$ cat config.mk
export PLATFORM = sky130hd
export DESIGN_NAME = adc_spi_capture
export DESIGN_NICKNAME = d
export VERILOG_FILES = /design/src/rtl/adc_spi_capture.sv
export SDC_FILE = /design/constraint.sdc
export NUM_CORES = 1
export LEC_CHECK = 0
export CORE_MARGIN = 4
export CORE_UTILIZATION = 45
export CTS_CLUSTER_DIAMETER = 120
export DETAILED_ROUTE_END_ITERATION = 10
export PLACE_DENSITY = 0.7
export SLEW_MARGIN = 20
export SYNTH_ARGS = -nofsm -noshare
export SYNTH_HDL_FRONTEND = slang
export SYNTH_SLANG_ARGS = --single-unit
$ cat constraint.sdc
create_clock -name clk -period 1.9 [get_ports clk]
set_clock_uncertainty 0.1 [all_clocks]
set_input_delay 0.19 -clock clk [delete_from_list [all_inputs] [get_ports clk]]
set_output_delay 0.19 -clock clk [all_outputs]
set_load 0.005 [all_outputs]
$ cat src/rtl/adc_spi_capture.sv
`default_nettype none
// +--------------------------------------------------------------------------+
// | adc_spi_capture: SPI master capture front end for a CPOL=0 serial ADC,   |
// | one-entry valid/ready output. Optional ADC_CAP_AVG_EN: block averaging.  |
// | Rev 1.0                                                                  |
// +--------------------------------------------------------------------------+
module adc_spi_capture #(
  parameter int DATA_W      = 12,
  parameter int FRAME_BITS  = 16,
  parameter int LEAD_BITS   = 4,
  parameter int CLK_DIV     = 4,
  parameter int CS_IDLE_CYC = 8,
  parameter int AVG_LOG2    = 2
) (
  input  logic              clk,
  input  logic              rst,
  input  logic              en,
  input  logic              start,
  input  logic              adc_sdo,
  output logic              adc_cs_n,
  output logic              adc_sclk,
  output logic [DATA_W-1:0] sample_data,
  output logic              sample_valid,
  input  logic              sample_ready,
  output logic              overrun,
  input  logic              ovr_clr,
  output logic              busy
);

  localparam int CNT_MAX = (CLK_DIV > CS_IDLE_CYC) ? CLK_DIV : CS_IDLE_CYC;
  localparam int CNT_W   = $clog2(CNT_MAX + 1);
  localparam int BIT_W   = $clog2(FRAME_BITS + 1);
  localparam logic [CNT_W-1:0] DIV_LAST = CNT_W'(CLK_DIV - 1);
  localparam logic [CNT_W-1:0] GAP_LAST = CNT_W'(CS_IDLE_CYC - 1);
  localparam logic [BIT_W-1:0] BIT_LAST = BIT_W'(FRAME_BITS - 1);

  typedef enum logic [2:0] {
    S_IDLE  = 3'd0,
    S_SETUP = 3'd1,
    S_SHIFT = 3'd2,
    S_HOLD  = 3'd3,
    S_GAP   = 3'd4
  } state_t;

  state_t                state_q, state_d;
  logic [CNT_W-1:0]      cnt_q, cnt_d;
  logic [BIT_W-1:0]      bit_q, bit_d;
  logic [FRAME_BITS-1:0] frame_q, frame_d;
  logic                  cs_n_q, cs_n_d;
  logic                  sclk_q, sclk_d;
  logic                  busy_q, busy_d;
  logic [DATA_W-1:0]     data_q, data_d;
  logic                  valid_q, valid_d;
  logic                  ovr_q, ovr_d;

  logic                  frame_done;
  logic [DATA_W-1:0]     raw_sample;
  logic                  offer;
  logic [DATA_W-1:0]     offer_data;
  logic                  unused_bits;

  assign raw_sample = frame_q[FRAME_BITS-1-LEAD_BITS -: DATA_W];
  // Lead bits are shifted through but never consumed.
  assign unused_bits = ^{frame_q, (AVG_LOG2 > 0)};

  always_comb begin
    state_d    = state_q;
    cnt_d      = cnt_q;
    bit_d      = bit_q;
    frame_d    = frame_q;
    cs_n_d     = cs_n_q;
    sclk_d     = sclk_q;
    frame_done = 1'b0;
    case (state_q)
      S_IDLE: begin
        if (en || start) begin
          state_d = S_SETUP;
          cs_n_d  = 1'b0;
          cnt_d   = '0;
        end
      end
      S_SETUP: begin
        if (cnt_q == DIV_LAST) begin
          cnt_d   = '0;
          state_d = S_SHIFT;
        end else begin
          cnt_d = cnt_q + CNT_W'(1);
        end
      end
      S_SHIFT: begin
        if (cnt_q == DIV_LAST) begin
          cnt_d = '0;
          if (!sclk_q) begin
            // ADC launches on the falling edge, so sdo is settled at the rise.
            sclk_d  = 1'b1;
            frame_d = {frame_q[FRAME_BITS-2:0], adc_sdo};
          end else begin
            sclk_d = 1'b0;
            if (bit_q == BIT_LAST) begin
              bit_d      = '0;
              state_d    = S_HOLD;
              frame_done = 1'b1;
            end else begin
              bit_d = bit_q + BIT_W'(1);
            end
          end
        end else begin
          cnt_d = cnt_q + CNT_W'(1);
        end
      end
      S_HOLD: begin
        if (cnt_q == DIV_LAST) begin
          cnt_d   = '0;
          cs_n_d  = 1'b1;
          state_d = S_GAP;
        end else begin
          cnt_d = cnt_q + CNT_W'(1);
        end
      end
      S_GAP: begin
        if (cnt_q == GAP_LAST) begin
          cnt_d = '0;
          if (en) begin
            state_d = S_SETUP;
            cs_n_d  = 1'b0;
          end else begin
            state_d = S_IDLE;
          end
        end else begin
          cnt_d = cnt_q + CNT_W'(1);
        end
      end
      default: begin
        state_d = S_IDLE;
        cs_n_d  = 1'b1;
        sclk_d  = 1'b0;
        cnt_d   = '0;
        bit_d   = '0;
      end
    endcase
    busy_d = (state_d != S_IDLE);
  end

`ifdef ADC_CAP_AVG_EN
  localparam int ACC_W  = DATA_W + AVG_LOG2;
  localparam int AVG_CW = (AVG_LOG2 > 0) ? AVG_LOG2 : 1;
  localparam logic [AVG_CW-1:0] AVG_LAST = AVG_CW'((1 << AVG_LOG2) - 1);

  logic [ACC_W-1:0]  acc_q, acc_d, acc_sum;
  logic [AVG_CW-1:0] avg_cnt_q, avg_cnt_d;

  assign acc_sum = acc_q + ACC_W'(raw_sample);

  always_comb begin
    acc_d      = acc_q;
    avg_cnt_d  = avg_cnt_q;
    offer      = 1'b0;
    offer_data = acc_sum[AVG_LOG2 +: DATA_W];
    if (frame_done) begin
      if (avg_cnt_q == AVG_LAST) begin
        offer     = 1'b1;
        acc_d     = '0;
        avg_cnt_d = '0;
      end else begin
        acc_d     = acc_sum;
        avg_cnt_d = avg_cnt_q + AVG_CW'(1);
      end
    end
  end

  always_ff @(posedge clk) begin
    if (rst) begin
      acc_q     <= '0;
      avg_cnt_q <= '0;
    end else begin
      acc_q     <= acc_d;
      avg_cnt_q <= avg_cnt_d;
    end
  end
`else
  assign offer      = frame_done;
  assign offer_data = raw_sample;
`endif

  // One-entry holding register; an offer into a stalled full slot is lost.
  always_comb begin
    data_d  = data_q;
    valid_d = valid_q;
    ovr_d   = ovr_q;
    if (offer && (!valid_q || sample_ready)) begin
      data_d  = offer_data;
      valid_d = 1'b1;
    end else if (valid_q && sample_ready) begin
      valid_d = 1'b0;
    end
    if (offer && valid_q && !sample_ready) begin
      ovr_d = 1'b1;
    end else if (ovr_clr) begin
      ovr_d = 1'b0;
    end
  end

  always_ff @(posedge clk) begin
    if (rst) begin
      state_q <= S_IDLE;
      cnt_q   <= '0;
      bit_q   <= '0;
      frame_q <= '0;
      cs_n_q  <= 1'b1;
      sclk_q  <= 1'b0;
      busy_q  <= 1'b0;
      data_q  <= '0;
      valid_q <= 1'b0;
      ovr_q   <= 1'b0;
    end else begin
      state_q <= state_d;
      cnt_q   <= cnt_d;
      bit_q   <= bit_d;
      frame_q <= frame_d;
      cs_n_q  <= cs_n_d;
      sclk_q  <= sclk_d;
      busy_q  <= busy_d;
      data_q  <= data_d;
      valid_q <= valid_d;
      ovr_q   <= ovr_d;
    end
  end

  assign adc_cs_n     = cs_n_q;
  assign adc_sclk     = sclk_q;
  assign busy         = busy_q;
  assign sample_data  = data_q;
  assign sample_valid = valid_q;
  assign overrun      = ovr_q;

endmodule
`default_nettype wire

==> impl_metrics.env, run 1 <==
export IMPL_min_path_type="register to register"
export IMPL_max_freq_mhz=555
export IMPL_grt_pass1_vias=1494
export IMPL_initial_core_util=0.465
export IMPL_grt_usage=0.164
export IMPL_fin_crit_sh=0.949
export IMPL_slowest_stage="or3b_4"
export IMPL_crit_type="register to register"
export IMPL_synth_top_flop_cell="dfxtp_1"
export IMPL_cts_sinks=41
export IMPL_clock_root_buffer="clkbuf_8"
export IMPL_remaining_drc_errors=0
export IMPL_rrSetupSlack_ns=0.1
export IMPL_grt_max_degree=22
export IMPL_wl_per_cell_um=13.8
export IMPL_final_hold_viol_count=0
export IMPL_gp_congestion=0.810
export IMPL_detail_route_antenna_nets=0
export IMPL_netlist_area_sq_um=1850
export IMPL_max_slew_worst_pin_slew_ns=0.860
export IMPL_ys_types=49
export IMPL_drive_gt1_frac=0.148
export IMPL_cts_buffers=5
export IMPL_dieArea_sq_um=5190
export IMPL_io_pins=24
export IMPL_synthTopCellsByArea="dfxtp_1 44%, mux2i_1 6.5%, a21oi_1 5.1%"
export IMPL_drtPass1Iterations=4
export IMPL_worstPathArrival_ns=1.93
export IMPL_syn_nets=216
export IMPL_cp_required_ns=2.02
export IMPL_rows=23
export IMPL_clock_insertion_delay_worst_skew_ns=0.29
export IMPL_clk_pin_slew_ns=0.08
export IMPL_outcome="completed"
export IMPL_numPortBuffers=23
export IMPL_vias=1583
export IMPL_yosysWarnings=0
export IMPL_path_max_fanout=7
export IMPL_setup_viol=0
export IMPL_grt_pass1_wl_um=6710
export IMPL_synth_edf_count=0
export IMPL_h_tree_depth=2
export IMPL_fp_dieW_um=72.1
export IMPL_final_nets=251
export IMPL_drt_iter0_drc=81
export IMPL_fillers=348
export IMPL_multi_input_comb_area_sq_um=952
export IMPL_overflow=0
export IMPL_cts_tree="yes"
export IMPL_yosysTopAreaCell="dfxtp_1"
export IMPL_layout_min_cycle_time_ns=1.80
export IMPL_start_kind="register"
export IMPL_async_flop_share=0
export IMPL_n_antenna_cell=0
export IMPL_syn2layout_area_growth_pct=27.2
export IMPL_relSlewSlack=0.426
export IMPL_core_area_sq_um=3970
export IMPL_seq_area_sq_um=822
export IMPL_synth_top_cell_area_share=0.444
export IMPL_hpwl_um=2820
export IMPL_p_total_mw=1.60
export IMPL_synth_seq_cells=41
export IMPL_via_per_inst=5.40
export IMPL_cts_path_max_buffers=2
export IMPL_crit_path_max_incr_delay_ns=0.45
export IMPL_ir_drop_v=0.000448
export IMPL_seq_area_frac_synth=0.444
export IMPL_fin_util=0.592
export IMPL_crit_family="simple AND/OR/NAND/NOR gates"
export IMPL_syn_instance_count=207
export IMPL_worst_path_buf_inv=0
export IMPL_leakagePower_nw=0.832
export IMPL_antenna_found_initial=0
export IMPL_cts_hold_buffers_added=0
export IMPL_critPathCaptureType="register"
export IMPL_path_cells="or3b_4 -> o22ai_4 -> or4b_1 -> a31oi_1"
export IMPL_synth_avg_cell_area_sq_um=8.92
export IMPL_p_per_area_nw_per_um2=681
export IMPL_finalWirelength_um=4050
export IMPL_die_y_um=72.1
export IMPL_cts_setup_buffers=0
export IMPL_finalMaxSlewViolations=0
export IMPL_drv_cap=0
## cell usage in the layout (no fill, tap or decap), types with 2 or more instances in the layout
cell and instances:
clkdlybuf4s50_1 23, inv_1 5, nor2b_1 6, nand2_1 4
a31oi_1 4, nor2_1 23, o21ai_1 8, a21oi_1 19
a211oi_1 2, clkbuf_8 6, nand3_1 16, or2_2 2
o21ai_0 14, buf_12 2, or3b_4 2, or4_1 2
buf_4 17, mux2i_1 12, dfxtp_1 40, nor4b_1 2
o211a_1 2
## worst register-to-register path: cells and delay by family, from the launching register on
family	cells	cell delay, ns
AO/OA/AOI/OAI	2	0.32
flip-flops	1	0.44
AND/OR/NAND/NOR	2	0.89
## through the flow
| step | area, sq um | setup slack [ns] | instances | hold slack [ns] | TNS (ns) |
|---|---|---|---|---|---|
| floorplan | 1850 | 0.0317 | 207 | 0.237 | 0 |
| global placement | 2230 | 0.0971 | 285 | 0.352 | 0 |
| detailed placement | 2230 | 0.0467 | 285 | 0.360 | 0 |
| CTS | 2330 | 0.0449 | 293 | 0.371 | 0 |
| global route | 2350 | -0.0291 | 293 | 0.382 | -0.0509 |
| finish | 2350 | 0.0968 | 293 | 0.368 | 0 |
## routing by layer
metal	wire (um)	GRT usage	up-vias	part of all wire
li1	-	-	816	-
met1	1920	0.211	724	0.47
met5	0	0	-	0
met3	202	0.0416	7	0.050
met2	1850	0.258	36	0.46
met4	75	0.0752	0	0.019
## timing repair
item	4_1_cts	5_1_grt
resized for setup	0	4
hold endpoints to repair	0	0
setup endpoints to repair	0	29
## cells by family after synthesis
kind of cell	count (synthesis)	share of synthesized area
adder cells (fa/ha/maj)	2	0.0135
flip-flops	41	0.444
multiplexers	12	0.0650
XOR/XNOR	2	0.00949
AO/OA/AOI/OAI	59	0.194
AND/OR/NAND/NOR	72	0.223
buffers and inverters	19	0.0501
## cells in the mapped netlist (2+ instances only)
| library cell | n |
|---|---|
| nand3_1 | 16 |
| nor2b_1 | 6 |
| clkbuf_1 | 6 |
| ha_1 | 2 |
| nand2_1 | 4 |
| mux2i_1 | 12 |
| buf_2 | 5 |
| or4_1 | 2 |
| nor2_1 | 23 |
| inv_1 | 5 |
| dfxtp_1 | 41 |
| o21ai_1 | 8 |
| a31oi_1 | 4 |
| o21ai_0 | 14 |
| or3b_4 | 2 |
| or2_2 | 2 |
| a21oi_1 | 19 |
| a211oi_1 | 2 |
| nor4b_1 | 2 |
| o211a_1 | 2 |
| buf_6 | 2 |
## area by class of cell
class,count,share of cell area
Tap cell,50,0.0266
Multi-Input combinational cell,147,0.405
Clock buffer,6,0.0351
Timing Repair Buffer,42,0.169
Sequential cell,41,0.350
Inverter,5,0.00799
Clock inverter,2,0.00586
## state kept, by name, indices dropped and copies added (netlist names)
register	cells
sample_data	12
overrun	1
busy	1
adc_cs_n	1
adc_sclk	1
frame_q	12
state_q	3
cnt_q	4
sample_valid	1
bit_q	5
## power by group
group          leakage, nW  switching, mW  internal, mW  total, mW
Sequential           0.332         0.0110         0.869      0.880
Combinational        0.449         0.0513        0.0610      0.112
Clock               0.0512          0.312         0.295      0.607
## path summary, 6_finish.rpt
path,from,end,depth (start not counted)
setup / recovery,state_q[2],cnt_q[3],4
hold / removal,bit_q[4],bit_q[4],1
setup reg to reg,state_q[2],cnt_q[3],4
hold reg to reg,bit_q[4],bit_q[4],1
(Power assumes the default switching activity.)
==> run 2, diff against run 1 <==
CORE_ASPECT_RATIO = 0.75   (was not set)
==> run 2 against run 1 <==
Worst setup slack lost 0.0060 ns. Highest routed layer unchanged. Cell count shrank 0.34%. Wire length grew 1.3%. Critical path depth grew 2.
==> impl_metrics.env, run 2 (synthesized netlist as in run 1, its figures left out) <==
export IMPL_outcome="completed"
export IMPL_hpwl_um=2860
export IMPL_die_y_um=63.5
export IMPL_gp_congestion=0.891
export IMPL_cts_tree="yes"
export IMPL_antenna_found_initial=0
export IMPL_overflow=0
export IMPL_setup_tns_ns=0
export IMPL_start_kind="register"
export IMPL_via_per_inst=5.53
export IMPL_grt_pass1_vias=1464
export IMPL_fin_cells=292
export IMPL_dp_cells=284
export IMPL_crit_family="simple AND/OR/NAND/NOR gates"
export IMPL_path_max_fanout=12
export IMPL_place_ws_ns=0.0488
export IMPL_core_area_sq_um=3800
export IMPL_dieArea_sq_um=5200
export IMPL_drtPass1Iterations=4
export IMPL_final_nets=248
export IMPL_cts_setup_buffers=0
export IMPL_finalWirelength_um=4100
export IMPL_detailed_place_area_sq_um=2200
export IMPL_switchingPower_uw=371
export IMPL_p_clk_frac=0.362
export IMPL_grt_max_degree=30
export IMPL_setup_ws_ns=0.0908
export IMPL_min_path_type="register to register"
export IMPL_cts_buffers=5
export IMPL_initial_core_util=0.486
export IMPL_layout_min_cycle_time_ns=1.81
export IMPL_max_slew_worst_pin_slew_ns=0.777
export IMPL_fillers=335
export IMPL_p_per_area_nw_per_um2=670
export IMPL_grt_usage=0.176
export IMPL_mostFrequentLayoutCell="dfxtp_1"
export IMPL_path_cells="ha_2 -> or3b_4 -> nor3_4 -> buf_12 -> mux2i_1 -> nor2_1"
export IMPL_max_freq_mhz=553
export IMPL_final_hold_viol_count=0
export IMPL_wl_per_cell_um=14.1
export IMPL_clk_pin_slew_ns=0.07
export IMPL_seqPwrFrac=0.568
export IMPL_leakagePower_nw=0.810
export IMPL_grt_pass1_wl_um=7180
export IMPL_crit_path_max_incr_delay_ns=0.40
export IMPL_remaining_drc_errors=0
export IMPL_layout_common_cells="39 x dfxtp_1, 23 x nor2_1, 23 x clkdlybuf4s50_1"
export IMPL_critPathCaptureType="register"
export IMPL_syn2layout_area_growth_pct=25.3
export IMPL_slowest_stage="or3b_4"
export IMPL_worst_path_buf_inv=1
export IMPL_fp_dieW_um=82.0
export IMPL_worstPathArrival_ns=1.88
export IMPL_clock_insertion_delay_worst_skew_ns=0.29
export IMPL_cts_resized=0
export IMPL_combPwrFrac=0.070
export IMPL_finalMaxSlewViolations=0
export IMPL_h_tree_depth=2
export IMPL_cts_path_max_buffers=2
export IMPL_cp_required_ns=1.97
export IMPL_intPower_mw=1.18
export IMPL_final_cell_area_sq_um=2310
export IMPL_cts_sinks=41
export IMPL_drv_cap=0
export IMPL_p_sw_frac=0.239
export IMPL_drive_gt1_frac=0.150
export IMPL_fin_util=0.608
export IMPL_crit_type="register to register"
export IMPL_drt_iter0_drc=154
export IMPL_io_pins=24
export IMPL_cts_hold_buffers_added=0
export IMPL_fin_crit_sh=0.952
export IMPL_setup_viol=0
export IMPL_detail_route_antenna_nets=0
export IMPL_relSlewSlack=0.481
export IMPL_vias=1616
export IMPL_n_antenna_cell=0
export IMPL_rows=19
export IMPL_ir_drop_v=0.000621
export IMPL_clock_root_buffer="clkbuf_8"
export IMPL_numPortBuffers=23
run 2: cell count changes in the layout (fill, tap and decap cells not counted), sizes merged:
cell,before,now
buf,19,16
clkbuf,6,5
clkinvlp,0,1
run 2: area by class of cell:
| cell class | count | area [sq um] | share of cell area |
|---|---|---|---|
| Sequential cell | 41 | 823 | 0.356 |
| Clock inverter | 3 | 17.5 | 0.00757 |
| Multi-Input combinational cell | 147 | 957 | 0.414 |
| Tap cell | 52 | 65.1 | 0.0281 |
| Timing Repair Buffer | 39 | 363 | 0.157 |
| Clock buffer | 5 | 68.8 | 0.0297 |
| Inverter | 5 | 18.8 | 0.00811 |
run 2: layer usage:
metal	global-route usage	routed length, um
met4	0.0332	28
met2	0.227	1710
met3	0.0570	272
met1	0.277	2100
met5	0	0
run 2: worst register-to-register path: cells and delay by family, from the launching register on:
| family | cells | cell delay (ns) |
|---|---|---|
| buffers and inverters | 1 | 0.18 |
| and+or+nand+nor | 3 | 0.62 |
| muxes | 1 | 0.22 |
| DFF | 1 | 0.36 |
| adders and majority gates | 1 | 0.22 |
run 2: metrics by stage:
step / power, mW / hold slack (ns)
after floorplan: 0.956 / 0.237
after global placement: 1.01 / 0.357
after detailed placement: 1.01 / 0.361
after CTS: 1.56 / 0.372
after global routing: 1.62 / 0.381
final: 1.55 / 0.370
run 2: path summary, 6_finish.rpt:
path                  from    endpoint  slack, ns  cells past startpoint
setup reg to reg  cnt_q[1]  frame_q[2]       0.09                      6
hold reg to reg   bit_q[4]    bit_q[4]       0.37                      1
setup / recovery  cnt_q[1]  frame_q[2]       0.09                      6
hold / removal    bit_q[4]    bit_q[4]       0.37                      1
run 2: power by group through the flow:
stage,Clock [mW],Sequential [mW],Combinational (mW)
6_report,0.561,0.880,0.109
5_1_grt,0.616,0.883,0.118
4_1_cts,0.577,0.879,0.106
3_5_place_dp,0,0.900,0.106
3_3_place_gp,0,0.900,0.107
2_1_floorplan,0,0.895,0.0609
